<file path="src/rtl/imem_boot_pkg.sv">
// Shared types and defaults for the instruction-memory boot sequencer.
// Holds the sequencer state encoding, default geometry and the halt word.
package imem_boot_pkg;

  typedef enum logic [2:0] {
    IDLE,
    LOAD,
    ARM,
    RUN,
    DONE
  } state_t;

  localparam int          AW_DEF        = 8;
  localparam logic [31:0] HALT_WORD_DEF = 32'h0000_006F;

  function automatic logic [31:0] sat_inc32(input logic [31:0] v);
    return (v == 32'hFFFF_FFFF) ? v : v + 32'd1;
  endfunction

endpackage

</file>
<file path="src/rtl/imem_port_mux.sv">
// Combinational steering of the single memory port between host loader and CPU fetch.
// Zero latency; the CPU owns the port in RUN, the host only when host_en is high.
module imem_port_mux
  import imem_boot_pkg::*;
#(
  parameter int AW = AW_DEF
) (
  input  state_t          state,
  input  logic            host_en,
  input  logic            host_valid,
  input  logic [AW-1:0]   host_addr,
  input  logic [31:0]     host_data,
  input  logic            cpu_fetch_req,
  input  logic [AW-1:0]   cpu_fetch_addr,
  output logic            cpu_fetch_gnt,
  output logic            mem_en,
  output logic            mem_we,
  output logic [AW-1:0]   mem_addr,
  output logic [31:0]     mem_wdata
);

  always_comb begin
    cpu_fetch_gnt = 1'b0;
    mem_en        = 1'b0;
    mem_we        = 1'b0;
    mem_addr      = '0;
    mem_wdata     = '0;
    if (state == RUN) begin
      cpu_fetch_gnt = cpu_fetch_req;
      mem_en        = cpu_fetch_req;
      mem_addr      = cpu_fetch_addr;
    end else if (host_en && host_valid) begin
      mem_en    = 1'b1;
      mem_we    = 1'b1;
      mem_addr  = host_addr;
      mem_wdata = host_data;
    end
  end

endmodule

</file>
<file path="src/rtl/imem_boot_sched.sv">
// Load/run/halt sequencer owning the instruction memory; fetch data one cycle after grant.
// Host is stalled (host_ready=0) outside IDLE/LOAD/DONE; IMEM_BOOT_WATCHDOG_EN adds a run-cycle timeout.
module imem_boot_sched
  import imem_boot_pkg::*;
#(
  parameter int          AW        = AW_DEF,
  parameter logic [31:0] HALT_WORD = HALT_WORD_DEF
`ifdef IMEM_BOOT_WATCHDOG_EN
  , parameter logic [31:0] MAX_CYCLES = 32'd100000
`endif
) (
  input  logic            clk,
  input  logic            reset,
  input  logic            host_valid,
  output logic            host_ready,
  input  logic [AW-1:0]   host_addr,
  input  logic [31:0]     host_data,
  input  logic            host_last,
  input  logic            start,
  input  logic            cpu_fetch_req,
  input  logic [AW-1:0]   cpu_fetch_addr,
  output logic [31:0]     cpu_fetch_data,
  output logic            cpu_fetch_gnt,
  output logic            cpu_rst,
  output logic            cpu_run,
  output logic            mem_en,
  output logic            mem_we,
  output logic [AW-1:0]   mem_addr,
  output logic [31:0]     mem_wdata,
  input  logic [31:0]     mem_rdata,
  output logic            done,
  output logic [31:0]     run_cycles
`ifdef IMEM_BOOT_WATCHDOG_EN
  , output logic          timeout
`endif
);

  state_t      state_q, state_d;
  logic        loaded_q;
  logic        done_q;
  logic        rd_vld_q;
  logic [31:0] run_cycles_q;
  logic        host_en;
  logic        host_acc;
  logic        halt_hit;
  logic        wdog_hit;

  // Gated by reset so the loader sees host_ready=0 while reset is held.
  assign host_en  = reset && (state_q inside {IDLE, LOAD, DONE});
  assign host_acc = host_en && host_valid;
  assign halt_hit = (state_q == RUN) && rd_vld_q && (mem_rdata == HALT_WORD);

`ifdef IMEM_BOOT_WATCHDOG_EN
  logic timeout_q;
  assign wdog_hit = (state_q == RUN) && ((run_cycles_q + 32'd1) >= MAX_CYCLES);
  assign timeout  = timeout_q;
`else
  assign wdog_hit = 1'b0;
`endif

  imem_port_mux #(.AW(AW)) u_port_mux (
    .state          (state_q),
    .host_en        (host_en),
    .host_valid     (host_valid),
    .host_addr      (host_addr),
    .host_data      (host_data),
    .cpu_fetch_req  (cpu_fetch_req),
    .cpu_fetch_addr (cpu_fetch_addr),
    .cpu_fetch_gnt  (cpu_fetch_gnt),
    .mem_en         (mem_en),
    .mem_we         (mem_we),
    .mem_addr       (mem_addr),
    .mem_wdata      (mem_wdata)
  );

  always_ff @(posedge clk or negedge reset) begin
    if (!reset) state_q <= IDLE;
    else        state_q <= state_d;
  end

  always_comb begin
    state_d = state_q;
    cpu_rst = 1'b1;
    cpu_run = 1'b0;
    unique case (state_q)
      IDLE: begin
        if (host_acc)              state_d = host_last ? IDLE : LOAD;
        else if (start && loaded_q) state_d = ARM;
      end
      LOAD: begin
        if (host_acc && host_last) state_d = IDLE;
      end
      ARM: begin
        cpu_rst = 1'b0;
        state_d = RUN;
      end
      RUN: begin
        cpu_rst = 1'b0;
        cpu_run = 1'b1;
        if (halt_hit || wdog_hit) state_d = DONE;
      end
      DONE: begin
        // Core stays out of reset so its result remains observable.
        cpu_rst = 1'b0;
        if (host_acc)   state_d = host_last ? IDLE : LOAD;
        else if (start) state_d = ARM;
      end
      default: state_d = IDLE;
    endcase
  end

  always_ff @(posedge clk or negedge reset) begin
    if (!reset) begin
      loaded_q     <= 1'b0;
      done_q       <= 1'b0;
      rd_vld_q     <= 1'b0;
      run_cycles_q <= '0;
    end else begin
      rd_vld_q <= cpu_fetch_gnt;
      if (host_acc) loaded_q <= host_last;
      if (host_acc || state_q == ARM) done_q <= 1'b0;
      else if (halt_hit)              done_q <= 1'b1;
      if (state_q == ARM)      run_cycles_q <= '0;
      else if (state_q == RUN) run_cycles_q <= sat_inc32(run_cycles_q);
    end
  end

`ifdef IMEM_BOOT_WATCHDOG_EN
  always_ff @(posedge clk or negedge reset) begin
    if (!reset)                          timeout_q <= 1'b0;
    else if (host_acc || state_q == ARM) timeout_q <= 1'b0;
    else if (wdog_hit && !halt_hit)      timeout_q <= 1'b1;
  end
`endif

  assign host_ready     = host_en;
  assign done           = done_q;
  assign run_cycles     = run_cycles_q;
  assign cpu_fetch_data = rd_vld_q ? mem_rdata : 32'd0;

endmodule

</file>
<file path="config.mk">
export PLATFORM = sky130hd
export DESIGN_NAME = imem_boot_sched
export DESIGN_NICKNAME = d
export VERILOG_FILES = /design/src/rtl/imem_boot_pkg.sv /design/src/rtl/imem_port_mux.sv /design/src/rtl/imem_boot_sched.sv
export SDC_FILE = /design/constraint.sdc
export NUM_CORES = 1
export LEC_CHECK = 0
export BUFFER_PORTS_ARGS = -buffer_cell sky130_fd_sc_hd__buf_4
export CELL_PAD_IN_SITES_DETAIL_PLACEMENT = 1
export CELL_PAD_IN_SITES_GLOBAL_PLACEMENT = 1
export CORE_ASPECT_RATIO = 1.4
export CORE_MARGIN = 4
export CORE_UTILIZATION = 31
export CTS_CLUSTER_DIAMETER = 30
export DETAILED_ROUTE_END_ITERATION = 16
export GPL_TIMING_DRIVEN = 0
export PLACE_DENSITY_LB_ADDON = 0.1
export SETUP_SLACK_MARGIN = 0.1
export SYNTH_ARGS = -nofsm -noshare
export SYNTH_HDL_FRONTEND = slang
export SYNTH_SLANG_ARGS = --single-unit
</file>
<file path="constraint.sdc">
create_clock -name clk -period 3 [get_ports clk]
set_input_delay 0.3 -clock clk [delete_from_list [all_inputs] [get_ports clk]]
set_output_delay 0.3 -clock clk [all_outputs]
set_load 0.02 [all_outputs]
</file>
Word level (Yosys, flattened, before mapping). Index checks and enable logic that the tools add are counted.

Register bits after elaboration: 38. Output and inout port bits: 111. Logic and storage cells: 55. Input port bits: 86.

Eq/ne operators: 11. Multiplexer cells: 24. $add $sub $neg: 1. Reductions and logical operators: 14.

Operator list (number): $mux W32 (6); $add A32 B1 Y32 const B (1); $eq A32 B32 Y1 const B (1); $eq A32 B7 Y1 const B (1); $mux W3 (6); $mux W8 (2); $pmux W3 S5 (1); $mux W1 (9); $eq A3 B2 Y1 const B (2); $logic_and A1 B1 Y1 (6); $ne A2 B2 Y1 const B (2); $reduce_and A4 Y1 (1); $reduce_bool A2 Y1 (2); $eq A3 B1 Y1 const B (1); $eq A3 B3 Y1 const B (1); $logic_not A3 Y1 (1); $ne A3 B2 Y1 const B (1); $ne A3 B3 Y1 const B (1); $reduce_bool A3 Y1 (1); $reduce_or A3 Y1 (1); $ne A2 B1 Y1 const B (1); $reduce_and A2 Y1 (1); $logic_or A1 B1 Y1 (1).

Longest topological paths before layout. Gate-level depths: netlist of run 1.

Word-level depth: 7. Depth in mapped cells: 8. Gate-level depth less buffers: 6.

Modules after synthesis. Synthesis of run 1 repeated with hierarchy kept, for this count alone.

Cell total of the unflattened synthesis: 356. Area, all modules: 2987.9 sq um.

By module, submodules not included: imem_boot_sched (times used 1, sequential area each 950.9 sq um, cells an instance 294, area each 2499.9 sq um); imem_port_mux (times used 1, sequential area each 0.0 sq um, cells an instance 62, area each 488.0 sq um).

Worst setup path before layout of run 1. No wires, ideal clock.

Kind: register to output. Start: reg state_q[2]. End: out mem_wdata[10]. Data arrival time: 1870 ps. Stages on the path, launching flop included: 6. Path buffers: 3. Required time: 2700 ps. Setup slack: 830 ps. Path through: dfrtp_1 -> buf_2 -> a2111oi_0 -> clkbuf_1 -> clkbuf_1 -> and2_1.

Longest elaborated chain between the ends: 6. Elaborated cells on any way between the ends: 9. Those cells by class: eq/ne: 3; mux: 2; reduce/logical: 4.

Ends and longest elaborated chain: start: declaration (line imem_boot_sched.sv:38) `state_t state_q, state_d;`; start signal: assignment (line imem_boot_sched.sv:78) `else state_q <= state_d;`; $eq A3 B1 Y1, or another cell as far along (line imem_boot_sched.sv:49) `assign host_en = reset && (state_q inside {IDLE, LOAD, DONE});`; $reduce_bool A3 Y1 (line imem_boot_sched.sv:49); $logic_and A1 B1 Y1 (line imem_boot_sched.sv:49); $logic_and A1 B1 Y1 (line imem_port_mux.sv:32) `end else if (host_en && host_valid) begin`; $mux W32 (line imem_port_mux.sv:32); $mux W32 * (line imem_port_mux.sv:28) `if (state == RUN) begin`; end: declaration (line imem_boot_sched.sv:29) `output logic [31:0] mem_wdata,`.

Every way passes the cells marked *; elsewhere a longest branch is shown, timed or not.

Worst setup path in the final report of run 1.
Start: reg state_q[0]. End: out host_ready.

Longest elaborated chain between the ends: 3. Elaborated cells on any way between the ends: 5. Those cells by class: eq/ne: 2; reduce/logical: 3.

Ends and longest elaborated chain: $eq A3 B1 Y1, or another cell as far along (line imem_boot_sched.sv:49); $reduce_bool A3 Y1 * (line imem_boot_sched.sv:49); $logic_and A1 B1 Y1 * (line imem_boot_sched.sv:49); end: declaration (line imem_boot_sched.sv:15) `output logic host_ready,`.

Marks and branches as above.

==> impl_metrics.json, run 1 <==
{
  "cell_internal_pwr_w": 0.00119,
  "dr_total_vias": 3558,
  "dieArea_mm2": 0.0109,
  "path_class": "register to output port",
  "grt_pass1_wl_um": 19600,
  "rsz0062_at_grt": "true",
  "synth-edff-count": 0,
  "clock_path_buffers": 2,
  "post_drt_wl_per_cell_um": 19.1,
  "powerDensity_mw_per_mm2": 388,
  "via_per_inst": 5.38,
  "avgSynthCellArea_um2": 8.18,
  "die_h_um": 122,
  "antenna_cells": 0,
  "drive_above_1_share": 0.404,
  "cp-end-kind": "output port",
  "overflow": 0,
  "hp-class": "input port to register",
  "tritoncts": "yes",
  "grt_pass1_vias": 3807,
  "clock_latency_ns": 0.28,
  "max-cap-violations": 0,
  "fillCellCount": 1130,
  "required_ns": 2.70,
  "layout.nets": 642,
  "cts_made_buffers": 5,
  "relSlewSlack": 0.585,
  "outcome": "complete, no violations",
  "route.detailed.drc": 0,
  "yosys_warnings": 0,
  "leakagePower_nw": 2.31,
  "cts_htree_levels": 2,
  "synth-simple-area-share": 0.414,
  "p_switching_w": 0.000614,
  "finalPower_w": 0.00181,
  "tightestPinTransition_ns": 0.618,
  "drv_slew": 0,
  "finalSetupTns_ns": 0,
  "synth_fa_ha_area_frac": 0.00437,
  "synth_mux_area_frac": 0.0214,
  "rrSetupSlack_ns": 0.65,
  "worstReg2RegStart": "run_cycles[3]",
  "fmax_ghz": 0.368,
  "layout_common_cells": "buf_4, and2_1, dfrtp_1",
  "row_count": 41,
  "synth_seq_area_share": 0.332,
  "first_pass_iters": 4,
  "synth-seq-cells": 38,
  "synth-main-ff-cell": "dfrtp_1",
  "hold_end": "state_q[2]",
  "synthArstFlopShare": 1.00,
  "crit_fanout": 10,
  "drtIter0Drc": 116,
  "final_common_cell": "buf_4",
  "synth_compound_area_frac": 0.180,
  "syn_area_mm2": 0.00286,
  "min_path_cells": 2,
  "track_usage": 0.229,
  "clkPwrFrac": 0.288,
  "synth_top_family_by_area": "simple AND/OR/NAND/NOR gates",
  "grt_max_degree": 39,
  "gp_congestion": 0.799,
  "postRouteAntennaNets": 0,
  "syn-num-nets": 437,
  "start_util": 0.317,
  "finalClockSkew_ns": 0.00339,
  "seqPwrFrac": 0.343,
  "synth_cells": 350,
  "antenna_found_initial": 0,
  "r2r-end": "run_cycles[4]",
  "io_buffers": 196,
  "irDropWorstVdd_uv": 280,
  "ys_types": 50,
  "critical_path_arrival_ns": 2.42,
  "fp.dieW_um": 89.2,
  "core_area_mm2": 0.00903,
  "swShare": 0.340,
  "cp-start-kind": "register",
  "holdCritStartpoint": "start",
  "power_frac_comb": 0.369,
  "setup_viol": 0,
  "synth_xor_area_frac": 0,
  "root_buffer": "clkbuf_16",
  "ioPinCount": 197,
  "dpl.hpwl_um": 10200,
  "synthToLayoutAreaGrowth_pct": 62.4,
  "cts_sinks": 38,
  "fin_crit_sh": 0.907,
  "wirelength_um": 12600,
  "finalHoldViolCount": 0,
  "fin_crit_ns": 2.72,
  "r2r_cells": 7,
  "clk_pin_slew_worst_paths_ns": 0.05
}
## cell type report
type	count	area (µm²)	area share
tap	107	134	0.0288
inverter	3	11.3	0.00242
timing repair buffer	198	1510	0.324
multi-input combinational	283	1780	0.383
clock buffer	6	139	0.0299
buffer	26	129	0.0277
sequential	38	951	0.205
## registers in the layout (all words and copies together) (netlist names)
name and cells:
done 1, run_cycles 32, loaded_q 1, rd_vld_q 1, state_q 3
## cells by family after synthesis
family | after synthesis
adder cells (fa/ha/maj) | 1
flip-flops | 38
multiplexers | 6
AO/OA/AOI/OAI | 73
buffers and inverters | 29
AND/OR/NAND/NOR | 203
## metal layers
metal,global-route usage,vias to the layer above,share of wire
met5,0,-,0
met4,0.0512,0,0.024
met3,0.0765,22,0.084
met2,0.420,134,0.53
met1,0.249,1710,0.36
li1,-,1692,-
## synthesized netlist by cell type (2+ instances only)
library cell	number	area, µm²
o21ai_0	13	65.1
inv_1	3	11.3
nor4_1	9	56.3
nor3_1	6	30.0
dfrtp_1	38	951
and2_1	70	438
or3_1	11	68.8
mux2i_1	5	50.1
buf_2	3	15.0
clkbuf_1	18	67.6
a41o_2	2	22.5
o31ai_1	5	37.5
and3_1	7	43.8
and4_1	3	26.3
or2_2	6	37.5
nand3b_1	2	15.0
nor2b_1	2	12.5
o311a_1	2	20.0
nor2_1	9	33.8
o2111ai_1	2	17.5
nand4_1	10	62.6
a21oi_1	14	70.1
o311ai_0	6	52.6
nand2_1	33	124
a31oi_1	7	43.8
buf_6	3	33.8
a211o_1	2	17.5
nand3_1	16	80.1
or4_1	5	37.5
o211ai_1	3	22.5
a22o_1	9	78.8
nand2b_1	8	50.1
## worst max-delay path: stages (launching register included)
cell and delay [ns]:
dfrtp_1 0.45, clkbuf_1 0.45, clkbuf_1 0.42, clkbuf_1 0.48
a211oi_1 0.15, buf_4 0.20
## what timing repair did
| action | CTS | global route |
|---|---|---|
| resized for setup | 2 | 3 |
| hold buffers | 1 | 1 |
| endpoints found under the setup margin | 20 | 20 |
| cloned | 0 | 0 |
| hold endpoints to repair | 38 | 4 |
| buffers inserted | 0 | 0 |
## power by group through the flow
stage	logic (W)	clock network [W]	registers, W
2_1_floorplan	0.000296	0	0.000659
3_3_place_gp	0.000651	0	0.000624
3_5_place_dp	0.000664	0	0.000629
4_1_cts	0.000672	0.000530	0.000620
5_1_grt	0.000725	0.000552	0.000629
6_report	0.000666	0.000520	0.000620
## worst max-delay path by stage
stage	start	to	slack, ns	depth (start not counted)
after floorplan	state_q[2]	mem_wdata[10]	0.83	5
after global placement	reset	mem_wdata[22]	0.12	7
after detailed placement	reset	mem_wdata[22]	0.007	7
after CTS	state_q[2]	mem_wdata[22]	0.18	6
after global routing	state_q[0]	host_ready	0.09	5
final	state_q[0]	host_ready	0.28	5
## metrics by stage
stage          cells  utilization  cell area [µm²]  hold WS (ns)  setup WS, ns
2_1_floorplan    350            -             2860       0.00441         0.830
3_3_place_gp     653        0.495             4470         0.316         0.117
3_5_place_dp     653        0.495             4470         0.317       0.00713
4_1_cts          660        0.513             4630      0.000269         0.178
5_1_grt          661        0.515             4650         0.223        0.0944
6_report         661        0.515             4650         0.212         0.279
Note: power is estimated with default switching activity, not from simulation.
==> inputs of run 2 (changes only) <==
SYNTH_HIERARCHICAL = 1   (was default)
==> impl_metrics.json, run 2 <==
{
  "root_buffer": "clkbuf_16",
  "clock_latency_ns": 0.29,
  "synthToLayoutAreaGrowth_pct": 59.3,
  "cts_htree_levels": 2,
  "finalSetupTns_ns": 0,
  "synth-edff-count": 0,
  "cts_made_buffers": 5,
  "drv_slew": 0,
  "finalClockSkew_ns": 0.00655,
  "antenna_found_initial": 0,
  "setup_viol": 0,
  "fin_crit_ns": 2.58,
  "drtIter0Drc": 111,
  "post_drt_wl_per_cell_um": 20.1,
  "powerDensity_mw_per_mm2": 284,
  "track_usage": 0.228,
  "synth-seq-cells": 38,
  "yosys_warnings": 6,
  "synth_cells": 356,
  "fin_crit_sh": 0.862,
  "rrSetupSlack_ns": 0.56,
  "gp_congestion": 0.821,
  "synth_seq_area_share": 0.318,
  "relSlewSlack": 0.568,
  "synth_most_common_cell": "dfrtp_1",
  "violations": "negative hold slack",
  "start_util": 0.316,
  "crit_cells": 7,
  "synth_fa_ha_area_frac": 0.00419,
  "via_per_inst": 5.48,
  "synth_top_family_by_area": "simple AND/OR/NAND/NOR gates",
  "max-cap-violations": 0,
  "fp.dieW_um": 91.0,
  "irDropWorstVdd_uv": 259,
  "avgSynthCellArea_um2": 8.39,
  "path_class": "register to output port",
  "tightestPinTransition_ns": 0.648,
  "final_common_cell": "buf_4",
  "fin_util": 0.503,
  "slowest_stage": "dfrtp_1",
  "dpl.hpwl_um": 10800,
  "synth-main-ff-cell": "dfrtp_1",
  "ctsHoldBuffers": 0,
  "cp-end-kind": "output port",
  "largest_reg_flops": 32,
  "synth_xor_area_frac": 0,
  "io_buffers": 196,
  "path_buf_inv": 3,
  "grt_pass1_vias": 3816,
  "grt_pass1_wl_um": 20600,
  "layout.nets": 646,
  "postRouteAntennaNets": 0,
  "grt_max_degree": 42,
  "synthArstFlopShare": 1.00,
  "ff_latch_area_um2": 951,
  "synth_commonest_cells": "dfrtp_1, and2_1, nor3b_1",
  "finalHoldViolCount": 2,
  "antenna_cells": 0,
  "outcome": "complete, but fails checks",
  "layout_common_cells": "buf_4, dfrtp_1, and2_1",
  "dieArea_mm2": 0.0113,
  "rsz0062_at_grt": "false",
  "synth_largest_area_cell": "dfrtp_1",
  "die_h_um": 124,
  "r2r_cells": 8,
  "whs_ns": -0.00707,
  "route.detailed.drc": 0,
  "cts_resized": 0,
  "clk_pin_slew_worst_paths_ns": 0.06,
  "synth_compound_area_frac": 0.142,
  "dr_total_vias": 3670,
  "clock_path_buffers": 2,
  "crit_family": "simple AND/OR/NAND/NOR gates",
  "synth_top_area_share": 0.318,
  "fmax_ghz": 0.387,
  "first_pass_iters": 4,
  "cts_sinks": 38,
  "tritoncts": "yes",
  "core_area_mm2": 0.00946,
  "multiInputGateArea_mm2": 0.00188,
  "ioPinCount": 197,
  "syn-num-nets": 443,
  "critPathMostFrequentCell": "nand2_1",
  "hp-class": "input port to asynchronous set/reset pin",
  "syn_area_mm2": 0.00299,
  "synth-simple-area-share": 0.438,
  "cts_setup_buffers": 0,
  "synth_area_leaders": "dfrtp_1, nor3b_1, and2_1, nand2_1, a21oi_1",
  "ys_types": 54,
  "slowest_delay_ns": 0.37,
  "leakagePower_nw": 2.26,
  "crit_chain": "clkbuf_1, nand2_1, and3_1, nand2_1, buf_2, nor3b_1, buf_4",
  "required_ns": 2.70,
  "wirelength_um": 13400,
  "fillCellCount": 1182,
  "drive_above_1_share": 0.418,
  "synth_mux_area_frac": 0.0465,
  "row_count": 42,
  "critical_path_arrival_ns": 2.28,
  "overflow": 0,
  "crit_fanout": 10,
  "cp-start-kind": "register"
}
==> run 2: changes by cell type after synthesis, sizes merged, moves of 7 or more <==
cell	before	now
nor3b	1	32
a22o	9	0
and2	70	37
mux2	1	8
a21oi	14	21
==> run 2: where the power goes <==
| group | internal [W] | switching (W) |
|---|---|---|
| sequential | 0.000513 | 0.00000105 |
| clock | 0.000393 | 0.000214 |
| combinational | 0.000131 | 0.0000979 |
==> run 2: final timing paths <==
path                                        to  startpoint
min in group clk                    state_q[0]   host_last
worst max-delay path              mem_wdata[4]  state_q[0]
max in group asynchronous       run_cycles[12]       reset
worst min register to register        loaded_q    loaded_q
worst max register to register  run_cycles[23]  state_q[0]
worst min-delay path             run_cycles[3]       reset
==> run 2: layout make-up <==
class	instances	area share
plain buffers	26	0.0276
clock buffers	7	0.0279
clock inverters	1	0.00631
inverters	6	0.00473
multi-input cells	286	0.396
flip-flops and latches	38	0.200
well taps	110	0.0289
repair buffers	196	0.309
==> run 2: through the flow <==
| stage | setup WS [ns] | std cells | total power (W) | cell area (µm²) |
|---|---|---|---|---|
| after floorplan | 0.831 | 356 | 0.000600 | 2990 |
| after global placement | 0.588 | 662 | 0.000749 | 4600 |
| after detailed placement | 0.534 | 662 | 0.000755 | 4600 |
| after CTS | 0.424 | 670 | 0.00136 | 4760 |
| after global routing | 0.188 | 670 | 0.00139 | 4760 |
| final | 0.415 | 670 | 0.00135 | 4760 |
==> run 2: kinds of logic after synthesis <==
kind of cell             count (synthesis)
adder cells (fa/ha/maj)                  1
AND/OR/NAND/NOR                        206
flip-flops                              38
multiplexers                            11
buffers and inverters                   32
AO/OA/AOI/OAI                           68
==> run 2: worst register-to-register path: cells and delay by family (launching register included) <==
family                 cells  cell delay, ns
AND/OR/NAND/NOR            3            0.91
buffers and inverters      3            0.87
flip-flops                 1            0.33
AO/OA/AOI/OAI              2            0.25
==> run 2: metal layers <==
metal / GRT usage / share of wire / vias to the layer above
li1: - / - / 1725
met1: 0.249 / 0.38 / 1782
met2: 0.421 / 0.52 / 134
met3: 0.0610 / 0.075 / 29
met4: 0.0887 / 0.029 / 0
met5: 0 / 0 / -
==> inputs of run 3 (changes only) <==
CORE_UTILIZATION = 29   (was 31)
clock period = 2.63 ns   (was 3 ns; I/O delays follow)
==> impl_metrics.json, run 3 (synthesis gave the netlist of run 2 again) <==
{
  "drv_slew": 0,
  "cts_htree_levels": 2,
  "synthToLayoutAreaGrowth_pct": 61.3,
  "ioPinCount": 197,
  "io_buffers": 196,
  "required_ns": 2.37,
  "grt_pass1_wl_um": 21300,
  "grt_max_degree": 39,
  "finalSetupTns_ns": 0,
  "layout_common_cells": "buf_4, dfrtp_1, and2_1",
  "postRouteAntennaNets": 0,
  "slowest_stage": "dfrtp_1",
  "antenna_cells": 0,
  "first_pass_iters": 4,
  "critical_path_arrival_ns": 2.10,
  "irDropWorstVdd_uv": 410,
  "setup_viol": 0,
  "fin_crit_ns": 2.37,
  "path_class": "register to output port",
  "slowest_delay_ns": 0.38,
  "grt_pass1_vias": 3827,
  "dpl.hpwl_um": 11200,
  "die_h_um": 128,
  "fin_crit_sh": 0.900,
  "via_per_inst": 5.29,
  "layout.nets": 649,
  "route.detailed.drc": 0,
  "drive_above_1_share": 0.426,
  "cp-end-kind": "output port",
  "max-cap-violations": 0,
  "clock_latency_ns": 0.29,
  "fmax_ghz": 0.423,
  "whs_ns": 0.190,
  "hp-class": "input port to register",
  "crit_fanout": 10,
  "fp.dieW_um": 93.8,
  "clk_pin_slew_worst_paths_ns": 0.06,
  "post_drt_wl_per_cell_um": 20.0,
  "largest_reg_flops": 32,
  "rsz0062_at_grt": "false",
  "relSlewSlack": 0.547,
  "crit_chain": "clkbuf_2, nand2_1, and3_2, nand2_2, buf_2, nor3b_1, buf_4",
  "outcome": "complete, no violations",
  "start_util": 0.299,
  "root_buffer": "clkbuf_16",
  "drtIter0Drc": 74,
  "gp_congestion": 0.901,
  "fin_util": 0.481,
  "dieArea_mm2": 0.0120,
  "leakagePower_nw": 2.28,
  "finalClockSkew_ns": 0.00545,
  "dr_total_vias": 3694,
  "cts_made_buffers": 5,
  "overflow": 0,
  "clock_path_buffers": 2,
  "cp-start-kind": "register",
  "cts_sinks": 38,
  "tightestPinTransition_ns": 0.679,
  "core_area_mm2": 0.0100,
  "wirelength_um": 14000,
  "row_count": 43,
  "track_usage": 0.226,
  "antenna_found_initial": 0,
  "tritoncts": "yes",
  "final_common_cell": "buf_4",
  "finalHoldViolCount": 0,
  "powerDensity_mw_per_mm2": 305
}
[run 3: per-layer routing]
metal  GRT usage  vias to the layer above  part of all wire
met3      0.0658                       18             0.093
met1       0.249                     1780              0.38
met5           0                        -                 0
met4      0.0723                        0             0.020
met2       0.410                      155              0.51
li1            -                     1741                 -
[run 3: path summary, 6_finish.rpt]
check	cells past startpoint	endpoint	slack (ns)	start
max	7	mem_wdata[14]	0.26	state_q[0]
min	2	state_q[0]	0.19	host_last
max reg2reg	7	run_cycles[30]	0.31	state_q[1]
min reg2reg	1	done	0.53	done
max in group asynchronous	3	state_q[2]	1.90	reset
min in group asynchronous	3	run_cycles[4]	0.52	reset
[run 3: cell type report]
| cell class | count | area (µm²) |
|---|---|---|
| inverters | 6 | 22.5 |
| repair buffers | 199 | 1510 |
| flip-flops and latches | 38 | 951 |
| clock inverters | 1 | 5.00 |
| well taps | 135 | 169 |
| plain buffers | 26 | 133 |
| fillers | 1247 | 5190 |
| clock buffers | 7 | 143 |
| multi-input cells | 286 | 1890 |
[run 3: critical path, delay by kind of cell (launching register included)]
family        cells  cell delay (ns)
simple gates      4             0.81
flops             1             0.38
buf+inv           3             0.61
[run 3: stage by stage]
step / instances / setup slack, ns / total power [W] / cell area [µm²]
2_1_floorplan: 356 / 0.498 / 0.000684 / 2990
3_3_place_gp: 687 / 0.203 / 0.000854 / 4630
3_5_place_dp: 687 / 0.128 / 0.000859 / 4630
4_1_cts: 697 / 0.108 / 0.00149 / 4810
5_1_grt: 698 / 0.115 / 0.00153 / 4820
6_report: 698 / 0.264 / 0.00147 / 4820
[run 3: where the power goes]
group / total, W / internal, W / switching (W)
registers: 0.000587 / 0.000586 / 0.00000105
logic: 0.000264 / 0.000153 / 0.000111
clock network: 0.000617 / 0.000376 / 0.000241
total: 0.00147 / 0.00111 / 0.000354
[run 3: repair_timing]
| action | 4_1_cts | 5_1_grt |
|---|---|---|
| setup buffers | 0 | 1 |
| gates resized for setup | 1 | 3 |
| endpoints found under the hold margin | 38 | 0 |
| hold buffers | 2 | 0 |
| setup endpoints to repair | 26 | 41 |
| pin swaps | 0 | 1 |
